File: src/rtl/mem_port_arbiter_if.sv
// Bus bundle between pipeline requesters, the arbiter and memory.
// slave: arbiter side; master: requesters plus memory model side.
interface mem_port_arbiter_if;
  logic        inst_mem_is_ready;
  logic [31:0] inst_mem_address;
  logic        inst_mem_is_valid;
  logic [31:0] inst_mem_read_data;
  logic        dmem_rd_ready;
  logic        dmem_wr_ready;
  logic [31:0] dmem_address;
  logic [31:0] dmem_write_data;
  logic [3:0]  dmem_write_byte;
  logic        dmem_rd_valid;
  logic [31:0] dmem_read_data;
  logic        dmem_wr_done;
  logic        mem_req;
  logic        mem_we;
  logic [31:0] mem_addr;
  logic [31:0] mem_wdata;
  logic [3:0]  mem_wstrb;
  logic        mem_ack;
  logic [31:0] mem_rdata;
  logic        mem_error;

  modport slave (
    input  inst_mem_is_ready,
    input  inst_mem_address,
    output inst_mem_is_valid,
    output inst_mem_read_data,
    input  dmem_rd_ready,
    input  dmem_wr_ready,
    input  dmem_address,
    input  dmem_write_data,
    input  dmem_write_byte,
    output dmem_rd_valid,
    output dmem_read_data,
    output dmem_wr_done,
    output mem_req,
    output mem_we,
    output mem_addr,
    output mem_wdata,
    output mem_wstrb,
    input  mem_ack,
    input  mem_rdata,
    output mem_error
  );

  modport master (
    output inst_mem_is_ready,
    output inst_mem_address,
    input  inst_mem_is_valid,
    input  inst_mem_read_data,
    output dmem_rd_ready,
    output dmem_wr_ready,
    output dmem_address,
    output dmem_write_data,
    output dmem_write_byte,
    input  dmem_rd_valid,
    input  dmem_read_data,
    input  dmem_wr_done,
    input  mem_req,
    input  mem_we,
    input  mem_addr,
    input  mem_wdata,
    input  mem_wstrb,
    output mem_ack,
    output mem_rdata,
    input  mem_error
  );
endinterface

File: src/rtl/mem_port_arbiter.sv
// Fetch/data arbiter for one single-ported memory, one access in flight.
// Ports: clk, reset (async active-low), bus (mem_port_arbiter_if.slave).
// Optional fetch-starvation fairness: define MEM_ARB_FAIRNESS_EN.
module mem_port_arbiter #(
  parameter int unsigned TIMEOUT_CYCLES = 255,
  parameter int unsigned STARVE_LIMIT   = 4
) (
  input logic             clk,
  input logic             reset,
  mem_port_arbiter_if.slave bus
);

  if (TIMEOUT_CYCLES < 1 || TIMEOUT_CYCLES > 65535)
    $error("TIMEOUT_CYCLES out of range");
  if (STARVE_LIMIT < 1 || STARVE_LIMIT > 15)
    $error("STARVE_LIMIT out of range");

  typedef enum logic [1:0] {
    IDLE,
    BUSY_I,
    BUSY_D
  } state_t;

  state_t      state;
  logic [15:0] tmo_cnt;
  logic        req_r;
  logic        we_r;
  logic [31:0] addr_r;
  logic [31:0] wdata_r;
  logic [3:0]  wstrb_r;

  logic d_req;
  logic i_req;
  logic idle;
  logic busy;
  logic expire;
  logic done;
  logic grant_d;
  logic grant_i;

  assign d_req = bus.dmem_wr_ready | bus.dmem_rd_ready;
  assign i_req = bus.inst_mem_is_ready;
  assign idle  = (state == IDLE);
  assign busy  = ~idle;

  // An ack arriving in the expiry cycle completes normally.
  assign expire = busy & ~bus.mem_ack &
                  (tmo_cnt == 16'(TIMEOUT_CYCLES - 1));
  assign done   = busy & (bus.mem_ack | expire);

`ifdef MEM_ARB_FAIRNESS_EN
  logic [3:0] starve;
  logic       force_i;

  assign force_i = i_req & (starve == 4'(STARVE_LIMIT));
  assign grant_i = idle & i_req & (~d_req | force_i);
  assign grant_d = idle & d_req & ~grant_i;

  // Counts data grants that overtook a waiting fetch.
  always_ff @(posedge clk or negedge reset) begin
    if (!reset) begin
      starve <= 4'd0;
    end else if (grant_i) begin
      starve <= 4'd0;
    end else if (grant_d & i_req) begin
      starve <= starve + 4'd1;
    end
  end
`else
  assign grant_d = idle & d_req;
  assign grant_i = idle & i_req & ~d_req;
`endif

  always_ff @(posedge clk or negedge reset) begin
    if (!reset) begin
      state   <= IDLE;
      tmo_cnt <= 16'd0;
      req_r   <= 1'b0;
      we_r    <= 1'b0;
      addr_r  <= 32'd0;
      wdata_r <= 32'd0;
      wstrb_r <= 4'd0;
    end else begin
      unique case (state)
        IDLE: begin
          tmo_cnt <= 16'd0;
          if (grant_d) begin
            // Write wins over a simultaneous read.
            state   <= BUSY_D;
            req_r   <= 1'b1;
            we_r    <= bus.dmem_wr_ready;
            addr_r  <= bus.dmem_address;
            wdata_r <= bus.dmem_wr_ready ?
                       bus.dmem_write_data : 32'd0;
            wstrb_r <= bus.dmem_wr_ready ?
                       bus.dmem_write_byte : 4'd0;
          end else if (grant_i) begin
            state   <= BUSY_I;
            req_r   <= 1'b1;
            we_r    <= 1'b0;
            addr_r  <= bus.inst_mem_address;
            wdata_r <= 32'd0;
            wstrb_r <= 4'd0;
          end
        end
        BUSY_I, BUSY_D: begin
          if (done) begin
            state   <= IDLE;
            req_r   <= 1'b0;
            we_r    <= 1'b0;
            addr_r  <= 32'd0;
            wdata_r <= 32'd0;
            wstrb_r <= 4'd0;
            tmo_cnt <= 16'd0;
          end else begin
            tmo_cnt <= tmo_cnt + 16'd1;
          end
        end
        default: begin
          state <= IDLE;
          req_r <= 1'b0;
        end
      endcase
    end
  end

  assign bus.mem_req   = req_r;
  assign bus.mem_we    = we_r;
  assign bus.mem_addr  = addr_r;
  assign bus.mem_wdata = wdata_r;
  assign bus.mem_wstrb = wstrb_r;
  assign bus.mem_error = expire;

  // Data is passed only on a real ack, so a timeout reads as zero.
  assign bus.inst_mem_is_valid  = (state == BUSY_I) & done;
  assign bus.inst_mem_read_data =
    ((state == BUSY_I) & bus.mem_ack) ? bus.mem_rdata : 32'd0;
  assign bus.dmem_rd_valid  = (state == BUSY_D) & ~we_r & done;
  assign bus.dmem_wr_done   = (state == BUSY_D) & we_r & done;
  assign bus.dmem_read_data =
    ((state == BUSY_D) & ~we_r & bus.mem_ack) ?
    bus.mem_rdata : 32'd0;

endmodule

File: src/flat_wrapper.sv
// flat-port wrapper written by rule: the top's interface ports become plain ports
module mem_port_arbiter_flat 
#(
  parameter int unsigned TIMEOUT_CYCLES = 255,
  parameter int unsigned STARVE_LIMIT   = 4
)
  (clk, reset, bus_inst_mem_is_ready, bus_inst_mem_address, bus_inst_mem_is_valid, bus_inst_mem_read_data, bus_dmem_rd_ready, bus_dmem_wr_ready, bus_dmem_address, bus_dmem_write_data, bus_dmem_write_byte, bus_dmem_rd_valid, bus_dmem_read_data, bus_dmem_wr_done, bus_mem_req, bus_mem_we, bus_mem_addr, bus_mem_wdata, bus_mem_wstrb, bus_mem_ack, bus_mem_rdata, bus_mem_error);
  mem_port_arbiter_if bus_i ();
  input logic clk;
  input logic reset;
  input wire logic [$bits(bus_i.inst_mem_is_ready)-1:0] bus_inst_mem_is_ready;
  input wire logic [$bits(bus_i.inst_mem_address)-1:0] bus_inst_mem_address;
  output wire logic [$bits(bus_i.inst_mem_is_valid)-1:0] bus_inst_mem_is_valid;
  output wire logic [$bits(bus_i.inst_mem_read_data)-1:0] bus_inst_mem_read_data;
  input wire logic [$bits(bus_i.dmem_rd_ready)-1:0] bus_dmem_rd_ready;
  input wire logic [$bits(bus_i.dmem_wr_ready)-1:0] bus_dmem_wr_ready;
  input wire logic [$bits(bus_i.dmem_address)-1:0] bus_dmem_address;
  input wire logic [$bits(bus_i.dmem_write_data)-1:0] bus_dmem_write_data;
  input wire logic [$bits(bus_i.dmem_write_byte)-1:0] bus_dmem_write_byte;
  output wire logic [$bits(bus_i.dmem_rd_valid)-1:0] bus_dmem_rd_valid;
  output wire logic [$bits(bus_i.dmem_read_data)-1:0] bus_dmem_read_data;
  output wire logic [$bits(bus_i.dmem_wr_done)-1:0] bus_dmem_wr_done;
  output wire logic [$bits(bus_i.mem_req)-1:0] bus_mem_req;
  output wire logic [$bits(bus_i.mem_we)-1:0] bus_mem_we;
  output wire logic [$bits(bus_i.mem_addr)-1:0] bus_mem_addr;
  output wire logic [$bits(bus_i.mem_wdata)-1:0] bus_mem_wdata;
  output wire logic [$bits(bus_i.mem_wstrb)-1:0] bus_mem_wstrb;
  input wire logic [$bits(bus_i.mem_ack)-1:0] bus_mem_ack;
  input wire logic [$bits(bus_i.mem_rdata)-1:0] bus_mem_rdata;
  output wire logic [$bits(bus_i.mem_error)-1:0] bus_mem_error;
  assign bus_i.inst_mem_is_ready = bus_inst_mem_is_ready;
  assign bus_i.inst_mem_address = bus_inst_mem_address;
  assign bus_inst_mem_is_valid = bus_i.inst_mem_is_valid;
  assign bus_inst_mem_read_data = bus_i.inst_mem_read_data;
  assign bus_i.dmem_rd_ready = bus_dmem_rd_ready;
  assign bus_i.dmem_wr_ready = bus_dmem_wr_ready;
  assign bus_i.dmem_address = bus_dmem_address;
  assign bus_i.dmem_write_data = bus_dmem_write_data;
  assign bus_i.dmem_write_byte = bus_dmem_write_byte;
  assign bus_dmem_rd_valid = bus_i.dmem_rd_valid;
  assign bus_dmem_read_data = bus_i.dmem_read_data;
  assign bus_dmem_wr_done = bus_i.dmem_wr_done;
  assign bus_mem_req = bus_i.mem_req;
  assign bus_mem_we = bus_i.mem_we;
  assign bus_mem_addr = bus_i.mem_addr;
  assign bus_mem_wdata = bus_i.mem_wdata;
  assign bus_mem_wstrb = bus_i.mem_wstrb;
  assign bus_i.mem_ack = bus_mem_ack;
  assign bus_i.mem_rdata = bus_mem_rdata;
  assign bus_mem_error = bus_i.mem_error;
  mem_port_arbiter #(.TIMEOUT_CYCLES(TIMEOUT_CYCLES), .STARVE_LIMIT(STARVE_LIMIT)) u_core (.clk(clk), .reset(reset), .bus(bus_i));
endmodule
File: config.mk
export PLATFORM = sky130hd
export DESIGN_NAME = mem_port_arbiter_flat
export DESIGN_NICKNAME = d
export VERILOG_FILES = /design/src/rtl/mem_port_arbiter_if.sv /design/src/rtl/mem_port_arbiter.sv /design/src/flat_wrapper.sv
export SDC_FILE = /design/constraint.sdc
export NUM_CORES = 1
export LEC_CHECK = 0
export ABC_CLOCK_PERIOD_IN_PS = 9300
export CELL_PAD_IN_SITES_DETAIL_PLACEMENT = 1
export CELL_PAD_IN_SITES_GLOBAL_PLACEMENT = 2
export CORE_ASPECT_RATIO = 1.5
export CORE_MARGIN = 4
export CORE_UTILIZATION = 23
export DETAILED_ROUTE_END_ITERATION = 8
export GPL_TIMING_DRIVEN = 0
export PLACE_DENSITY_LB_ADDON = 0.1
export REMOVE_ABC_BUFFERS = 1
export SLEW_MARGIN = 20
export SYNTH_ARGS = -nofsm -noshare
export SYNTH_HDL_FRONTEND = slang
export SYNTH_SLANG_ARGS = --single-unit
File: constraint.sdc
create_clock -name clk -period 9.3 [get_ports clk]
set_input_delay 2.79 -clock clk [delete_from_list [all_inputs] [get_ports clk]]
set_output_delay 2.79 -clock clk [all_outputs]
set_load 0.05 [all_outputs]
==> results of run 1 <==
layout by cell type, fill, tap and decap left out, types with 2 or more instances in the layout:
cell / n
o21bai_1: 2
dfrtp_1: 88
and3_1: 36
and2_1: 34
mux2_2: 26
o311ai_0: 5
nor2_1: 9
inv_1: 43
xor2_1: 2
buf_4: 4
a31oi_1: 4
clkbuf_16: 9
nor3b_2: 2
nand4_1: 3
o2bb2ai_1: 2
nand2_1: 121
bufinv_16: 2
nor4_1: 4
clkdlybuf4s50_1: 274
clkbuf_8: 2
buf_12: 2
mux2_1: 7
o21ai_0: 3
nand2b_1: 4
a21oi_1: 33
buf_16: 2
nor3_1: 4
nand3_1: 11
buf_6: 2
mux2i_1: 38
ha_1: 5
power groups by stage:
stage                     Clock [uW]  Sequential (uW)  Combinational, uW
after global placement             0              620               1990
after detailed placement           0              629               2020
after CTS                        425              626               2020
final                            406              623               1970
after floorplan                    0             1110                814
after global routing             440              645               2110
metrics by stage:
| step | instance area [um^2] | TNS [ps] | hold WS (ps) |
|---|---|---|---|
| floorplan | 4728 | 0 | 505.9 |
| global placement | 7816 | -29130 | 477.7 |
| detailed placement | 7996 | 0 | 484.5 |
| CTS | 8329 | 0 | 500.5 |
| global route | 8338 | 0 | 522.6 |
| finish | 8338 | 0 | 490.6 |
registers in the layout, summed over array words and instances, names as in the netlist:
| name | cells |
|---|---|
| u_core.bus.mem_req | 1 |
| u_core.tmo_cnt | 16 |
| u_core.bus.mem_we | 1 |
| u_core.bus.mem_addr | 32 |
| u_core.bus.mem_wstrb | 4 |
| u_core.state | 2 |
| u_core.bus.mem_wdata | 32 |
final timing paths:
check                           slack [ps]                                  end  depth (start not counted)                           start
worst max-delay path                   360                        bus_mem_error                          5                     bus_mem_ack
worst min-delay path                   490       u_core.bus.mem_req$_DFFE_PN0P_                          1  u_core.bus.mem_req$_DFFE_PN0P_
worst max register to register        5300  u_core.bus.mem_wdata[3]$_DFFE_PN0P_                          7     u_core.state[0]$_DFFE_PN0P_
worst min register to register         490       u_core.bus.mem_req$_DFFE_PN0P_                          1  u_core.bus.mem_req$_DFFE_PN0P_
max in group asynchronous             6380        u_core.tmo_cnt[3]$_DFFE_PN0N_                          2                           reset
min in group asynchronous             2290   u_core.bus.mem_addr[5]$_DFFE_PN0P_                          1                           reset
per-layer routing:
metal	routed length, um	GRT usage, %	vias up	share of wire [%]
met1	7092	17.12	2385	37
met2	10170	29.51	191	53
met3	1473	4.152	12	7.7
met4	318	4.418	0	1.7
li1	-	-	2313	-
met5	0	0	-	0
area by class of cell:
cell class	count	area, um^2	share of cell area, %
clock inverter	4	76.32	0.9154
inverter	43	161.4	1.936
timing repair buffer	284	2890	34.66
antenna	1	2.502	0.03001
clock buffer	12	256.5	3.076
sequential	88	2202	26.41
multi-input combinational	374	2414	28.95
tap	268	335.3	4.022
cell families after synthesis:
group / count (synthesis) / synth area share, %
buf+inv: 78 / 6.816
xor+xnor: 2 / 0.3575
compound gates: 58 / 7.148
simple gates: 237 / 23.87
mux: 71 / 15.34
fa+ha+maj: 6 / 1.532
flops: 88 / 44.93
timing repair:
action | CTS | global route
gates resized for setup | 0 | 1
endpoints found under the setup margin | 0 | 1
buffers inserted | 0 | 0
==> summary.txt, run 1 <==
Run status
  – Status: completed

Worst setup path
  – Startpoint types: primary input
  – Family with the most delay on the worst path: buffers and inverters
  – Worst Path Required: between 6000 and 7000 ps
  – Worst setup EP type: output port
  – Worst Path Class, Setup: in2out
  – CP max stage delay: 920 ps
  – Worst Path Max Fanout: 35
  – Critical Path AT: 6150 ps
  – CP max stage cell: clkdlybuf4s50_1
  – Critical-path cell list: clkdlybuf4s50_1 -> nor4_2 -> or4b_2 -> nor4_1 -> clkdlybuf4s50_1
  – Most used cell, CP: clkdlybuf4s50_1
  – Bufs and invs on worst path: 2

CTS
  – H-Tree Depth: 3
  – CTS buffer count: 9
  – Clk root buf: clkbuf_16
  – Clock sink total: 88
  – Hold_buf cts: 0
  – Clk_lat worst skew: 330 ps
  – CTS max path bufs: 2
  – TritonCTS clock tree: done
  – Clock-pin slew on the worst setup and hold paths: roughly 60 ps

Logic synthesis
  – Syn_area_per_cell: 9.076 um^2
  – Unique masters post-synth: 41
  – EDFF count, synth: 0
  – Mapped Area: 4901 um^2
  – Ys flop type: dfrtp_1
  – Synth Instances: 540
  – #FFs+latches synth: 88
  – Yosys warns: 0
  – Synth cell count leaders: nand2_1 (121), dfrtp_1 (88), inv_1 (43)
  – Most frequent cell after synthesis: nand2_1
  – Fraction of registers with async set or reset after synthesis: between 90% and 100%
  – Synth area leader: dfrtp_1
  – Share of the yosys chip area belonging to registers: 44.93%
  – Top cells by area, synth: dfrtp_1 (45%), nand2_1 (9.3%), mux2i_1 (7.8%), mux2_2 (6.0%), and3_1 (4.6%)
  – Area share of the largest cell type after synthesis: 44.93%

Layout
  – Synthesis-to-finish area growth: 70.13%
  – Fin util: between 30 and 40%
  – Final cell count without fillers: roughly 1100
  – FILL cells: 2403
  – Layout Nets: roughly 940
  – Fraction of layout cells with a size suffix above 1: between 7 and 8%

STA
  – Final Critical Period: a little under 9000 ps
  – Period utilization: 96.16%
  – Worst slew margin: 36.68%
  – Clk_skew: 10.67 ps
  – Final slew viol count: 0
  – Worst Setup Slack, final: 357.1 ps
  – Hold Vio Cnt, Final: 0
  – Worst slew pin tran: about 950 ps
  – Final setup fails: 0
  – Max Fclk: roughly 0.11 GHz
  – RSZ-0062 raised after global routing: no

Global routing
  – Antenna violations before repair: 1
  – Largest net degree at the start of global routing: 71
  – Vias in the first global route: 5315
  – Overall Global Routing Usage: 15.73%
  – First-pass GRT wire length: 29810 um
  – GR Overflow Total: 0

Detailed routing
  – Drt drc: 0
  – Initial drt markers: 77
  – Final antenna-violating net count: 0
  – Vias: 4901
  – DR pass1 iterations: 4
  – Average wire per standard cell: approximately 18 um
  – Detailed Route WL: 19050 um
  – Drt via density: 4.563

Power
  – Tot Pwr: about 3000 uW
  – Switching pwr: between 1000 and 1500 uW
  – Peak supply drop: between 0.00015 and 0.0002 V
  – Gate power share: 65.7%
  – Clock power frac: 13.5%
  – Seq pwr share: 20.7%
  – Switching Fraction: 49.56%
  – P_leak: 0.003552 uW
  – Int Pwr: 1515 uW
  – P per Cell Area: 360.1 nW/um^2

Job
  – Max Cap Violations: 0

Die
  – Core ar.: 20980 um^2
  – Die width: 127.2 um
  – Initial core utilization: 23.36%
  – Rows: 65
  – IO Count: 276
  – Die span in y: 186.8 um
  – Die area: approximately 24000 um^2

Place
  – Final Wtd Congestion: 0.7784
  – # port buffers: 275
  – Setup slack at placement: ~190 ps
  – HPWL Detailed: 14680 um
  – Placed Instances: 1057

Hold path
  – Hold WC Path Type: reg2reg
Note: power is estimated with default switching activity, not from simulation.
==> run 2, diff against run 1 <==
--- a/config.mk
+++ b/config.mk
@@ -19,3 +19,4 @@
 export SYNTH_ARGS = -nofsm -noshare
 export SYNTH_HDL_FRONTEND = slang
 export SYNTH_SLANG_ARGS = --single-unit
+export TNS_END_PERCENT = 30
==> results of run 2 <==
The final DEF is identical to that of run 1; final timing and power are the same.
